File: config.mk
export PLATFORM = sky130hd
export DESIGN_NAME = switch_mcu_fetch
export DESIGN_NICKNAME = d
export VERILOG_FILES = /design/src/rtl/switch_mcu_fetch.sv
export SDC_FILE = /design/constraint.sdc
export NUM_CORES = 1
export LEC_CHECK = 0
export CORE_MARGIN = 2
export CORE_UTILIZATION = 53
export CTS_BUF_LIST = sky130_fd_sc_hd__clkbuf_16
export DETAILED_ROUTE_END_ITERATION = 8
export PLACE_DENSITY_LB_ADDON = 0.05
export SLEW_MARGIN = 20
export SYNTH_ARGS = -nofsm -noshare
export SYNTH_HDL_FRONTEND = slang
export SYNTH_SLANG_ARGS = --single-unit
File: constraint.sdc
create_clock -name input_clk -period 4 [get_ports input_clk]
set_input_delay 0.8 -clock input_clk [delete_from_list [all_inputs] [get_ports input_clk]]
set_output_delay 0.8 -clock input_clk [all_outputs]
set_load 0.03 [all_outputs]
File: src/rtl/switch_mcu_fetch.sv
// switch_mcu_fetch: instruction fetch stage; owns the PC, issues imem word reads,
// buffers in-order responses and hands {inst, pc} to the decoder over valid/ready.
//
// Ports:
//   input_clk, input_rst_n                     clock, async active-low reset
//   output_imem_req_valid/addr, input_imem_req_ready   fetch request channel
//   input_imem_rsp_valid/data                  in-order read data, never stalled
//   input_redirect_valid/pc                    one-cycle redirect from execute
//   output_inst_valid/inst/inst_pc, input_inst_ready   decoder handshake
module switch_mcu_fetch #(
    parameter logic [31:0] RESET_PC   = 32'h0000_0000,
    parameter int          FIFO_DEPTH = 2
) (
    input  logic        input_clk,
    input  logic        input_rst_n,
    output logic        output_imem_req_valid,
    input  logic        input_imem_req_ready,
    output logic [31:0] output_imem_req_addr,
    input  logic        input_imem_rsp_valid,
    input  logic [31:0] input_imem_rsp_data,
    input  logic        input_redirect_valid,
    input  logic [31:0] input_redirect_pc,
    output logic        output_inst_valid,
    input  logic        input_inst_ready,
    output logic [31:0] output_inst,
    output logic [31:0] output_inst_pc
);

    localparam int AW = $clog2(FIFO_DEPTH);
    localparam int CW = AW + 1;
    localparam logic [CW:0] DEPTH_W = (CW+1)'(FIFO_DEPTH);

    typedef enum logic [1:0] {BOOT, RUN, FLUSH} state_t;

    state_t        state;
    logic [31:0]   pc;
    logic [CW-1:0] outstanding;
    logic [CW-1:0] discard;
    logic [CW-1:0] fifo_count;
    logic [AW-1:0] fifo_wr;
    logic [AW-1:0] fifo_rd;
    logic [AW-1:0] pcq_wr;
    logic [AW-1:0] pcq_rd;
    logic [31:0]   fifo_inst [FIFO_DEPTH];
    logic [31:0]   fifo_pc   [FIFO_DEPTH];
    logic [31:0]   pcq       [FIFO_DEPTH];

    logic          req_hs;
    logic          rsp_drop;
    logic          rsp_take;
    logic          pop;
    logic [CW:0]   in_use;
    logic [CW:0]   redir_discard;
    logic          unused_rpc_lsb;

    assign unused_rpc_lsb = ^input_redirect_pc[1:0];

    always_comb begin
        in_use                = {1'b0, fifo_count} + {1'b0, outstanding};
        output_imem_req_valid = (state == RUN) && (in_use < DEPTH_W);
        output_imem_req_addr  = pc;
        output_inst_valid     = (fifo_count != '0);
        output_inst           = fifo_inst[fifo_rd];
        output_inst_pc        = fifo_pc[fifo_rd];
        req_hs   = output_imem_req_valid && input_imem_req_ready;
        rsp_drop = input_imem_rsp_valid && (discard != '0);
        rsp_take = input_imem_rsp_valid && (discard == '0)
                   && (outstanding != '0);
        pop      = output_inst_valid && input_inst_ready;
        // Every word still owed by imem becomes stale; a response
        // consumed this cycle (dropped or taken) is no longer owed.
        redir_discard = {1'b0, discard} + {1'b0, outstanding}
                      + (CW+1)'(req_hs)
                      - (CW+1)'(rsp_drop | rsp_take);
    end

    always_ff @(posedge input_clk or negedge input_rst_n) begin
        if (!input_rst_n) begin
            state       <= BOOT;
            pc          <= RESET_PC;
            outstanding <= '0;
            discard     <= '0;
            fifo_count  <= '0;
            fifo_wr     <= '0;
            fifo_rd     <= '0;
            pcq_wr      <= '0;
            pcq_rd      <= '0;
            for (int i = 0; i < FIFO_DEPTH; i++) begin
                fifo_inst[i] <= '0;
                fifo_pc[i]   <= '0;
                pcq[i]       <= '0;
            end
        end else if (input_redirect_valid) begin
            pc          <= {input_redirect_pc[31:2], 2'b00};
            outstanding <= '0;
            discard     <= redir_discard[CW-1:0];
            state       <= (redir_discard != '0) ? FLUSH : RUN;
            fifo_count  <= '0;
            fifo_wr     <= '0;
            fifo_rd     <= '0;
            pcq_wr      <= '0;
            pcq_rd      <= '0;
        end else begin
            unique case (state)
                BOOT:    state <= RUN;
                RUN:     state <= RUN;
                FLUSH:   if (discard == CW'(rsp_drop)) state <= RUN;
                default: state <= BOOT;
            endcase
            if (req_hs) begin
                pc          <= pc + 32'd4;
                pcq[pcq_wr] <= pc;
                pcq_wr      <= pcq_wr + AW'(1);
            end
            if (rsp_take) begin
                fifo_inst[fifo_wr] <= input_imem_rsp_data;
                fifo_pc[fifo_wr]   <= pcq[pcq_rd];
                fifo_wr            <= fifo_wr + AW'(1);
                pcq_rd             <= pcq_rd + AW'(1);
            end
            if (pop) fifo_rd <= fifo_rd + AW'(1);
            fifo_count  <= fifo_count + CW'(rsp_take) - CW'(pop);
            outstanding <= outstanding + CW'(req_hs) - CW'(rsp_take);
            discard     <= discard - CW'(rsp_drop);
        end
    end

endmodule

# Yosys cells after proc, flatten, opt, wreduce, memory -nomap -nowiden
# Index checks and enable logic that the tools add are counted.
dict set report word_totals {
  output_inout_bits 98
  in_bits 70
  regBits 236
}
dict set report classes {
  mux 33
  order_cmp 7
  reduce_logical 20
  n_eq_ne 4
  bitwise 6
  n_addsub 14
}
# operator n
set ops {}
lappend ops {{$mux W32} 13}
lappend ops {{$bwmux W64} 3}
lappend ops {{$demux W32 S1} 2}
lappend ops {{$add A32 B3 Y32 const B} 1}
lappend ops {{$mux W2} 6}
lappend ops {{$reduce_bool A2 Y1} 6}
lappend ops {{$ge A2 B2 Y1 const B} 4}
lappend ops {{$logic_and A1 B1 Y1} 8}
lappend ops {{$mux W1} 8}
lappend ops {{$not A1 Y2} 4}
lappend ops {{$add A2 B2 Y3} 2}
lappend ops {{$sub A2 B1 Y2} 3}
lappend ops {{$add A1 B1 Y1 const B} 4}
lappend ops {{$add A2 B1 Y2} 2}
lappend ops {{$logic_not A2 Y1} 2}
lappend ops {{$lt A2 B1 Y1 const B} 2}
lappend ops {{$pmux W2 S2} 1}
lappend ops {{$reduce_and A2 Y1} 2}
lappend ops {{$add A3 B1 Y3} 1}
lappend ops {{$lt A3 B2 Y1 const B} 1}
lappend ops {{$ne A3 B3 Y1 const B} 1}
lappend ops {{$reduce_bool A3 Y1} 1}
lappend ops {{$sub A3 B1 Y3} 1}
lappend ops {{$eq A2 B1 Y1} 1}
lappend ops {{other kinds (5)} 5}

# Depth between registers and ports, before layout
# Gate-level depths: netlist (run 1).
dict set report logic_depth {
  depth_word 9
  depth_mapped 11
  depth_no_buf 11
}

# Worst setup path before layout (run 1)
# OpenSTA, ideal clock, no wires.
dict set report synth_path {
  path_type {input to register}
  from {input outstanding[0]}
  to {register state[0]}
  arrival_time_ns 3.087
  path_stages 12
  path_buffers 0
  setup_slack_ns 0.831
  t_required_ns 3.918
  cell_sequence {dfrtp_1 -> and2_1 -> fa_1 -> or4b_4 -> clkinv_1 -> nand2_1 -> inv_1 -> fa_1 -> fa_1 -> nor3_1 -> a2bb2oi_1 -> a31oi_1}
}
dict set report synth_between {
  elab_chain_cells 9
  elab_cells_between_ends 13
  classes_between {add/sub (4); order compare (1); mux (2); bitwise (1); reduce/logical (5)}
}
# item line
set synth_rtl {}
lappend synth_rtl {{start, declared} 37} ;# logic [CW-1:0] outstanding;
lappend synth_rtl {{$add A2 B2 Y3} 59} ;# in_use = {1'b0, fifo_count} + {1'b0, outstanding};
lappend synth_rtl {{$lt A3 B2 Y1} 60} ;# output_imem_req_valid = (state == RUN) && (in_use < DEPTH_W);
lappend synth_rtl {{$logic_and A1 B1 Y1} 60}
lappend synth_rtl {{via output_imem_req_valid} 16} ;# output logic output_imem_req_valid,
lappend synth_rtl {{$logic_and A1 B1 Y1} 65} ;# req_hs = output_imem_req_valid && input_imem_req_ready;
lappend synth_rtl {{$add A3 B1 Y3} 73} ;# + (CW+1)'(req_hs)
lappend synth_rtl {{$sub A3 B1 Y3} 74} ;# - (CW+1)'(rsp_drop | rsp_take);
lappend synth_rtl {{$reduce_bool A3 Y1} 97} ;# state <= (redir_discard != '0) ? FLUSH : RUN;
lappend synth_rtl {{$mux W2} 97}
lappend synth_rtl {{$mux W2} 93} ;# end else if (input_redirect_valid) begin
lappend synth_rtl {{end signal, assigned} 97}
lappend synth_rtl {{end, declared} 35} ;# state_t state;
# The timed path passes the listed nets, and every way through them passes these cells.
# A chain may end at the register's enable or synchronous reset.

# Worst setup path after layout (run 1)
dict set report layout_path {
  from {input outstanding[0]}
  to {output output_imem_req_valid}
}
dict set report layout_between {
  elab_chain_cells 3
}
# item line
set layout_rtl {}
lappend layout_rtl {{$add A2 B2 Y3} 59}
lappend layout_rtl {{$lt A3 B2 Y1} 60}
lappend layout_rtl {{$logic_and A1 B1 Y1} 60}
lappend layout_rtl {{end, declared} 16}
# Every way passes these cells.

==> results of run 1 <==
## cells in the mapped netlist, drive strengths merged (6+ instances only)
library cell  count
a21oi            61
a31oi            18
buf              18
clkbuf           39
dfrtp           226
ha                8
inv              20
mux2            181
mux2i            31
nand2            27
nand3            10
nand4            12
nor2             87
nor3              6
o21ai            27
o31ai             8
or3               7
or4               9
xnor2            12
xor2              7
## layout make-up
class                      instances  area share
inverter                          21     0.00614
multi-input combinational        554       0.334
sequential                       226       0.441
tap                              260      0.0253
timing repair buffer             176       0.140
clock buffer                      25      0.0487
clock inverter                    15     0.00546
## placed cells by master, fill, tap and decap left out, drive strengths merged, types with 2 or more instances in the layout
master         instances
dfrtp                226
mux2                 181
clkdlybuf4s50        160
nor2                  87
a21oi                 61
mux2i                 31
o21ai                 27
nand2                 27
inv                   26
clkbuf                25
a31oi                 18
buf                   16
xnor2                 12
nand4                 12
nand3                 10
or4                    9
clkinv                 9
o31ai                  8
ha                     8
xor2                   7
or3                    7
nor3                   6
and4                   5
and3                   5
and2                   4
conb                   4
nor2b                  3
fa                     3
nor4b                  3
nand3b                 2
## final timing paths
check,start,to,slack (ns),cells past startpoint
worst min-delay path,input_rst_n,fifo_inst[55],0.33,1
worst max register to register,outstanding[0],output_imem_req_addr[26],0.68,6
min in group input_clk,pcq[23],pcq[23],0.48,2
max in group asynchronous,input_rst_n,pcq[21],2.69,2
worst min register to register,pcq[23],pcq[23],0.48,2
worst max-delay path,outstanding[0],output_imem_req_valid,0.24,5
## report_power, final
group / leakage, nW / switching (W) / internal, W
combinational: 2.43 / 0.00136 / 0.00127
sequential: 2.97 / 0.000347 / 0.00280
clock: 0.361 / 0.000859 / 0.00112
## stage by stage
step	hold slack (ns)	utilization	power, W
floorplan	0.450	-	0.00483
global placement	0.463	0.643	0.00577
detailed placement	0.474	0.643	0.00582
CTS	0.365	0.680	0.00783
global route	0.409	0.680	0.00818
finish	0.332	0.680	0.00775
## flip-flops by register name, indices dropped and copies added (netlist names)
signal	flops
fifo_inst	64
fifo_pc	60
pcq	60
output_imem_req_addr	30
discard	2
fifo_count	2
outstanding	2
state	2
fifo_rd	1
fifo_wr	1
pcq_rd	1
pcq_wr	1
## routing by layer
layer | GRT usage | wire length, um
met1 | 0.321 | 10700
met2 | 0.343 | 10200
met3 | 0.0337 | 1010
met4 | 0.0418 | 233
met5 | 0 | 0
## cell families after synthesis
family,share of synthesized area
flip-flops,0.549
AO/OA/AOI/OAI,0.0667
adder cells (fa/ha/maj),0.0156
other,0.000364
buffers and inverters,0.0363
multiplexers,0.228
AND/OR/NAND/NOR,0.0874
XOR/XNOR,0.0162
==> flow_metrics.env, run 1 <==
export IMPL_status="finished, final reports clean"
export IMPL_area_delta_synth_final_pct=24.7
export IMPL_cp_required_ns=3.20
export IMPL_cts_buffers=24
export IMPL_setup_slack_ns=0.235
export IMPL_tritoncts="yes"
export IMPL_ios=168
export IMPL_max_slew_margin=0.348
export IMPL_critPathArrivalTime_ns=2.96
export IMPL_ys_warn_count=0
export IMPL_cts_resized=0
export IMPL_ys_top_cells_by_area="dfrtp_1, mux2_2, nor2_1"
export IMPL_cts_sinks=226
export IMPL_path_max_fanout=8
export IMPL_drv_slew=0
export IMPL_ys_ff_latch=226
export IMPL_die_h_um=143
export IMPL_synth_edf_count=0
export IMPL_htree_levels=1
export IMPL_grt_max_degree=110
export IMPL_grt_pass1_vias=6906
export IMPL_place_area_sq_mm=0.0121
export IMPL_diodes=0
export IMPL_max_clock_freq_mhz=266
export IMPL_place_hpwl_um=14600
export IMPL_postCtsHoldBufs=0
export IMPL_p_leak_nw=5.76
export IMPL_critical_path_top_delay_family="buffers and inverters"
export IMPL_clock_path_buffers=3
export IMPL_row_count=50
export IMPL_hold_viol_final=0
export IMPL_io_buffers=161
export IMPL_nNetsFinal=1084
export IMPL_grt_pass1_wl_um=35500
export IMPL_fin_setup_tns_ns=0
export IMPL_slowest_stage="clkdlybuf4s50_1"
export IMPL_drt_iter0_markers=333
export IMPL_min_path_type="in2async"
export IMPL_async_reset_ff_frac=1.00
export IMPL_fp_dieW_um=143
export IMPL_gr_usage_all_layers=0.216
export IMPL_max_stage_delay_ns=0.70
export IMPL_insertion_delay_ns=0.50
export IMPL_drv_cap=0
export IMPL_finalCritPeriodShare=0.941
export IMPL_critical_path_class="reg2out"
export IMPL_drt_antenna_violating_nets=0
export IMPL_register_area_sq_mm=0.00566
export IMPL_first_pass_iters=5
export IMPL_clk_pin_slew_worst_paths_ns=0.06
export IMPL_cp_num_buf_inv=2
export IMPL_drive_above_1_share=0.234
export IMPL_wl_um=22100
export IMPL_initial_core_util=0.545
export IMPL_dp_cells=1237
export IMPL_period_needed_ns=3.76
export IMPL_multiInputGateArea_sq_mm=0.00429
export IMPL_core_area_sq_mm=0.0189
export IMPL_cts_setup_buffers=0
export IMPL_final_cell_area_sq_mm=0.0128
export IMPL_gp_congestion=0.812
export IMPL_ir_worst_vdd_uv=333
export IMPL_ys_types=49
export IMPL_syn_area_sq_mm=0.0103
export IMPL_overflow=0
export IMPL_syn_avg_cell_area_sq_um=12.0
export IMPL_vias=6982
export IMPL_netlist_instances=855
export IMPL_preCtsSetupSlack_ns=0.689
export IMPL_antenna_found_initial=0
export IMPL_synth_top_area_frac=0.549
export IMPL_rsz0062_at_grt="false"
export IMPL_startpoint_type="register"
export IMPL_fillCellCount=1527
export IMPL_synth_main_ff_cell="dfrtp_1"
export IMPL_wl_per_cell_um=17.3
export IMPL_path_cells="and2_1 > fa_1 > or4b_4 > clkinv_1 > clkdlybuf4s50_1"
export IMPL_final_cells=1277
export IMPL_dieArea_sq_mm=0.0206
export IMPL_finClkSkew_ns=0.0151
export IMPL_worst_pin_slew_ns=0.978
export IMPL_cts_root_buf="clkbuf_16"
export IMPL_setup_viol_count_final=0
export IMPL_crit_path_end_kind="output port"
export IMPL_drc=0
export IMPL_via_per_inst=5.47
export IMPL_yosysTopAreaCell="dfrtp_1"
export IMPL_power_density_mw_per_mm2=603
export IMPL_seq_area_frac_synth=0.549
Power figures use the tool's default switching activity.
==> inputs of run 2 (changes only) <==
Settings changed: MAX_ROUTING_LAYER set to met4, PLACE_DENSITY set to 0.87, PLACE_DENSITY_LB_ADDON 0.05 to not set.
==> flow_metrics.env, run 2 (synthesis gave the netlist of run 1 again) <==
export IMPL_status="finished, final reports clean"
export IMPL_dieArea_sq_mm=0.0206
export IMPL_setup_viol_count_final=0
export IMPL_finClkSkew_ns=0.00822
export IMPL_layout_common_cells="dfrtp_1, mux2_2, clkdlybuf4s50_1, nor2_1, a21oi_1"
export IMPL_power_density_mw_per_mm2=625
export IMPL_ir_worst_vdd_uv=387
export IMPL_critPathArrivalTime_ns=2.99
export IMPL_multiInputGateArea_sq_mm=0.00429
export IMPL_drt_iter0_markers=428
export IMPL_startpoint_type="register"
export IMPL_die_h_um=143
export IMPL_row_count=50
export IMPL_area_delta_synth_final_pct=25.9
export IMPL_grt_max_degree=102
export IMPL_regMostFlops="fifo_inst"
export IMPL_hold_viol_final=0
export IMPL_path_cells="and2_1 > fa_1 > or4b_4 > clkinv_1 > clkdlybuf4s50_1"
export IMPL_critical_path_class="reg2out"
export IMPL_reg2reg_from="outstanding[0]"
export IMPL_htree_levels=1
export IMPL_cp_required_ns=3.20
export IMPL_worst_pin_slew_ns=1.03
export IMPL_rr_worst_depth=6
export IMPL_vias=7279
export IMPL_cp_num_buf_inv=2
export IMPL_initial_core_util=0.545
export IMPL_first_pass_iters=4
export IMPL_via_per_inst=5.69
export IMPL_finalCritPeriodShare=0.949
export IMPL_drv_slew=0
export IMPL_fin_setup_tns_ns=0
export IMPL_nNetsFinal=1084
export IMPL_drv_cap=0
export IMPL_min_path_type="in2async"
export IMPL_final_cells=1280
export IMPL_fp_dieW_um=143
export IMPL_overflow=0
export IMPL_crit_path_end_kind="output port"
export IMPL_layout_commonest_cell="dfrtp_1"
export IMPL_gp_congestion=0.873
export IMPL_final_util=0.686
export IMPL_register_area_sq_mm=0.00566
export IMPL_place_hpwl_um=15100
export IMPL_grt_pass1_vias=7619
export IMPL_core_area_sq_mm=0.0189
export IMPL_clock_path_buffers=3
export IMPL_drc=0
export IMPL_slowest_stage="clkdlybuf4s50_1"
export IMPL_wl_per_cell_um=18.4
export IMPL_period_needed_ns=3.79
export IMPL_max_slew_margin=0.316
export IMPL_rsz0062_at_grt="false"
export IMPL_wl_um=23600
export IMPL_gr_usage_all_layers=0.240
export IMPL_cts_sinks=226
export IMPL_path_max_fanout=8
export IMPL_io_buffers=161
export IMPL_p_leak_nw=5.81
export IMPL_cts_buffers=24
export IMPL_fillCellCount=1327
export IMPL_r2r_end="output_imem_req_addr[30]"
export IMPL_antenna_found_initial=0
export IMPL_dp_cells=1237
export IMPL_power_w=0.00810
export IMPL_diodes=0
export IMPL_critical_path_top_delay_family="buffers and inverters"
export IMPL_rrSetupSlack_ns=0.69
export IMPL_top_regs="fifo_inst (64), fifo_pc (60), pcq (60)"
export IMPL_max_clock_freq_mhz=264
export IMPL_insertion_delay_ns=0.51
export IMPL_clk_pin_slew_worst_paths_ns=0.06
export IMPL_grt_pass1_wl_um=38300
export IMPL_cts_setup_buffers=0
export IMPL_postCtsHoldBufs=0
export IMPL_ios=168
export IMPL_cts_resized=0
export IMPL_largest_register_ffs=64
export IMPL_drive_above_1_share=0.237
export IMPL_max_stage_delay_ns=0.71
export IMPL_drt_antenna_violating_nets=0
export IMPL_cts_root_buf="clkbuf_16"
export IMPL_tritoncts="yes"
==> run 2: cell count changes in the layout (fill, tap and decap cells not counted), sizes merged <==
| cell | previous run | this run |
|---|---|---|
| inv | 26 | 23 |
| bufinv | 0 | 4 |
| clkinv | 9 | 11 |
==> run 2: layout make-up <==
class                           instances  area share
Clock inverter                         18      0.0147
Inverter                               21     0.00608
Multi-Input combinational cell        554       0.331
Tap cell                              260      0.0251
Timing Repair Buffer                  176       0.138
Sequential cell                       226       0.437
Clock buffer                           25      0.0483
==> run 2: through the flow <==
| step | instance area [sq um] | worst slack [ns] | hold WS [ns] |
|---|---|---|---|
| after floorplan | 10300 | 0.831 | 0.450 |
| after detailed placement | 12100 | 0.707 | 0.474 |
| after CTS | 13000 | 0.204 | 0.358 |
| after global routing | 13000 | 0.134 | 0.383 |
| final | 13000 | 0.206 | 0.308 |
| after global placement | 12100 | 0.732 | 0.464 |
==> run 2: power breakdown <==
| part | switching, W | internal [W] |
|---|---|---|
| logic | 0.00139 | 0.00127 |
| clock network | 0.000886 | 0.00139 |
| registers | 0.000372 | 0.00280 |
==> run 2: worst max path at each step <==
| stage | to | cells after the start | slack (ns) | startpoint |
|---|---|---|---|---|
| 6_report | output_imem_req_valid | 5 | 0.21 | outstanding[0] |
| 3_5_place_dp | output_imem_req_addr[26] | 6 | 0.71 | outstanding[0] |
| 4_1_cts | output_imem_req_valid | 5 | 0.20 | outstanding[0] |
| 2_1_floorplan | state[0] | 11 | 0.83 | outstanding[0] |
| 3_3_place_gp | output_imem_req_addr[22] | 6 | 0.73 | outstanding[0] |
| 5_1_grt | output_imem_req_valid | 5 | 0.13 | outstanding[0] |
==> run 2: routing by layer <==
metal,vias up,part of all wire,track usage
met5,-,0,-
met4,0,0.026,0.0795
met3,43,0.062,0.0410
met2,249,0.48,0.392
met1,3655,0.43,0.307
li1,3332,-,-
==> inputs of run 3 (changes only) <==
Settings changed: RECOVER_POWER set to 100.
==> flow_metrics.env, run 3 (synthesis gave the netlist of run 1 again) <==
export IMPL_cp_num_buf_inv=2
export IMPL_drt_antenna_violating_nets=0
export IMPL_postCtsHoldBufs=0
export IMPL_startpoint_type="register"
export IMPL_wl_met2_um=11300
export IMPL_regMostFlops="fifo_inst"
export IMPL_hp_start="pcq[31]"
export IMPL_fin_setup_tns_ns=0
export IMPL_wl_um=23500
export IMPL_vias=7268
export IMPL_ir_worst_vdd_uv=387
export IMPL_grt_pass1_vias=7619
export IMPL_largest_register_ffs=64
export IMPL_rr_worst_depth=8
export IMPL_finalCritPeriodShare=0.949
export IMPL_hold_viol_final=0
export IMPL_rrSetupSlack_ns=0.57
export IMPL_insertion_delay_ns=0.51
export IMPL_nNetsFinal=1084
export IMPL_grt_pass1_wl_um=38300
export IMPL_rsz0062_at_grt="false"
export IMPL_status="finished with violations"
export IMPL_cp_required_ns=3.20
export IMPL_slowest_stage="clkdlybuf4s50_1"
export IMPL_path_cells="and2_0 > fa_1 > or4b_4 > clkinv_1 > clkdlybuf4s50_1"
export IMPL_drt_iter0_markers=452
export IMPL_drv_slew=195
export IMPL_final_cell_area_sq_mm=0.0129
export IMPL_io_buffers=161
export IMPL_r2r_end="pcq[53]"
export IMPL_cts_resized=0
export IMPL_top_layer="met4"
export IMPL_max_stage_delay_ns=0.71
export IMPL_wl_per_cell_um=18.4
export IMPL_reg2reg_from="outstanding[0]"
export IMPL_setup_viol_count_final=0
export IMPL_worst_pin_slew_ns=2.50
export IMPL_wl_met3_um=1530
export IMPL_critical_path_class="reg2out"
export IMPL_row_count=50
export IMPL_antenna_found_initial=0
export IMPL_ios=168
export IMPL_cts_sinks=226
export IMPL_tritoncts="yes"
export IMPL_fp_dieW_um=143
export IMPL_critical_path_top_delay_family="buffers and inverters"
export IMPL_htree_levels=1
export IMPL_max_slew_margin=-0.667
export IMPL_die_h_um=143
export IMPL_crit_path_end_kind="output port"
export IMPL_overflow=0
export IMPL_first_pass_iters=6
export IMPL_cts_setup_buffers=0
export IMPL_gr_usage_all_layers=0.240
export IMPL_layout_commonest_cell="dfrtp_1"
export IMPL_period_needed_ns=3.80
export IMPL_cp_num_cells=5
export IMPL_max_clock_freq_mhz=263
export IMPL_place_hpwl_um=15100
export IMPL_core_area_sq_mm=0.0189
export IMPL_dieArea_sq_mm=0.0206
export IMPL_layout_common_cells="dfrtp_1, mux2_2, dlygate4sd3_1, nor2_1, clkdlybuf4s50_1"
export IMPL_drt_met1_wl_um=10000
export IMPL_drive_above_1_share=0.231
export IMPL_crit_path_end="output_imem_req_valid"
export IMPL_p_leak_nw=5.94
export IMPL_drv_cap=2
export IMPL_cts_root_buf="clkbuf_16"
export IMPL_top_regs="fifo_inst (64), fifo_pc (60), pcq (60)"
export IMPL_crit_start="outstanding[0]"
export IMPL_diodes=0
export IMPL_gp_congestion=0.873
export IMPL_drc=0
export IMPL_grt_max_degree=102
export IMPL_power_density_mw_per_mm2=621
export IMPL_via_per_inst=5.68
export IMPL_final_util=0.681
export IMPL_min_path_type="reg2reg"
export IMPL_cts_buffers=24
export IMPL_area_delta_synth_final_pct=24.9
export IMPL_place_area_sq_mm=0.0121
export IMPL_clk_pin_slew_worst_paths_ns=0.06
export IMPL_initial_core_util=0.545
export IMPL_critPathArrivalTime_ns=3.00
export IMPL_finClkSkew_ns=0.00816
export IMPL_violations="capacitance limit, slew limit"
export IMPL_path_max_fanout=8
export IMPL_clock_path_buffers=3
run 3: stage by stage:
stage | std cells | total power (W) | hold WS, ns | setup WS, ns
after CTS | 1280 | 0.00816 | 0.358 | 0.204
after global placement | 1237 | 0.00573 | 0.464 | 0.732
after global routing | 1280 | 0.00839 | 0.513 | 0.101
after floorplan | 858 | 0.00483 | 0.450 | 0.831
after detailed placement | 1237 | 0.00583 | 0.474 | 0.707
final | 1280 | 0.00799 | 0.487 | 0.203
run 3: where the power goes:
part | switching [W] | internal (W)
Sequential | 0.000369 | 0.00280
Combinational | 0.00138 | 0.00116
Clock | 0.000887 | 0.00139
Total | 0.00264 | 0.00535
run 3: layout make-up:
cell class	count	area (sq um)
Fill cell	1344	6030
Sequential cell	226	5660
Multi-Input combinational cell	554	4290
Timing Repair Buffer	176	1700
Clock buffer	25	626
Tap cell	260	325
Clock inverter	18	190
Inverter	21	78.8
run 3: worst min-delay path, cell delays in order, from the launching register on:
cell and delay [ns]:
dfrtp_1 0.35, nand2_1 0.05, o21ai_0 0.06
run 3: worst min path at each step:
stage / end / slack, ns / cells after the start
4_1_cts: fifo_inst[27] / 0.36 / 1
3_3_place_gp: pcq[23] / 0.46 / 2
2_1_floorplan: pcq[11] / 0.45 / 2
5_1_grt: fifo_inst[21] / 0.51 / 1
3_5_place_dp: pcq[31] / 0.47 / 2
6_report: pcq[31] / 0.49 / 2
run 3: layer usage:
layer | up-vias | global-route usage
li1 | 3330 | -
met1 | 3637 | 0.307
met4 | 0 | 0.0795
met2 | 258 | 0.392
met5 | - | -
met3 | 43 | 0.0410
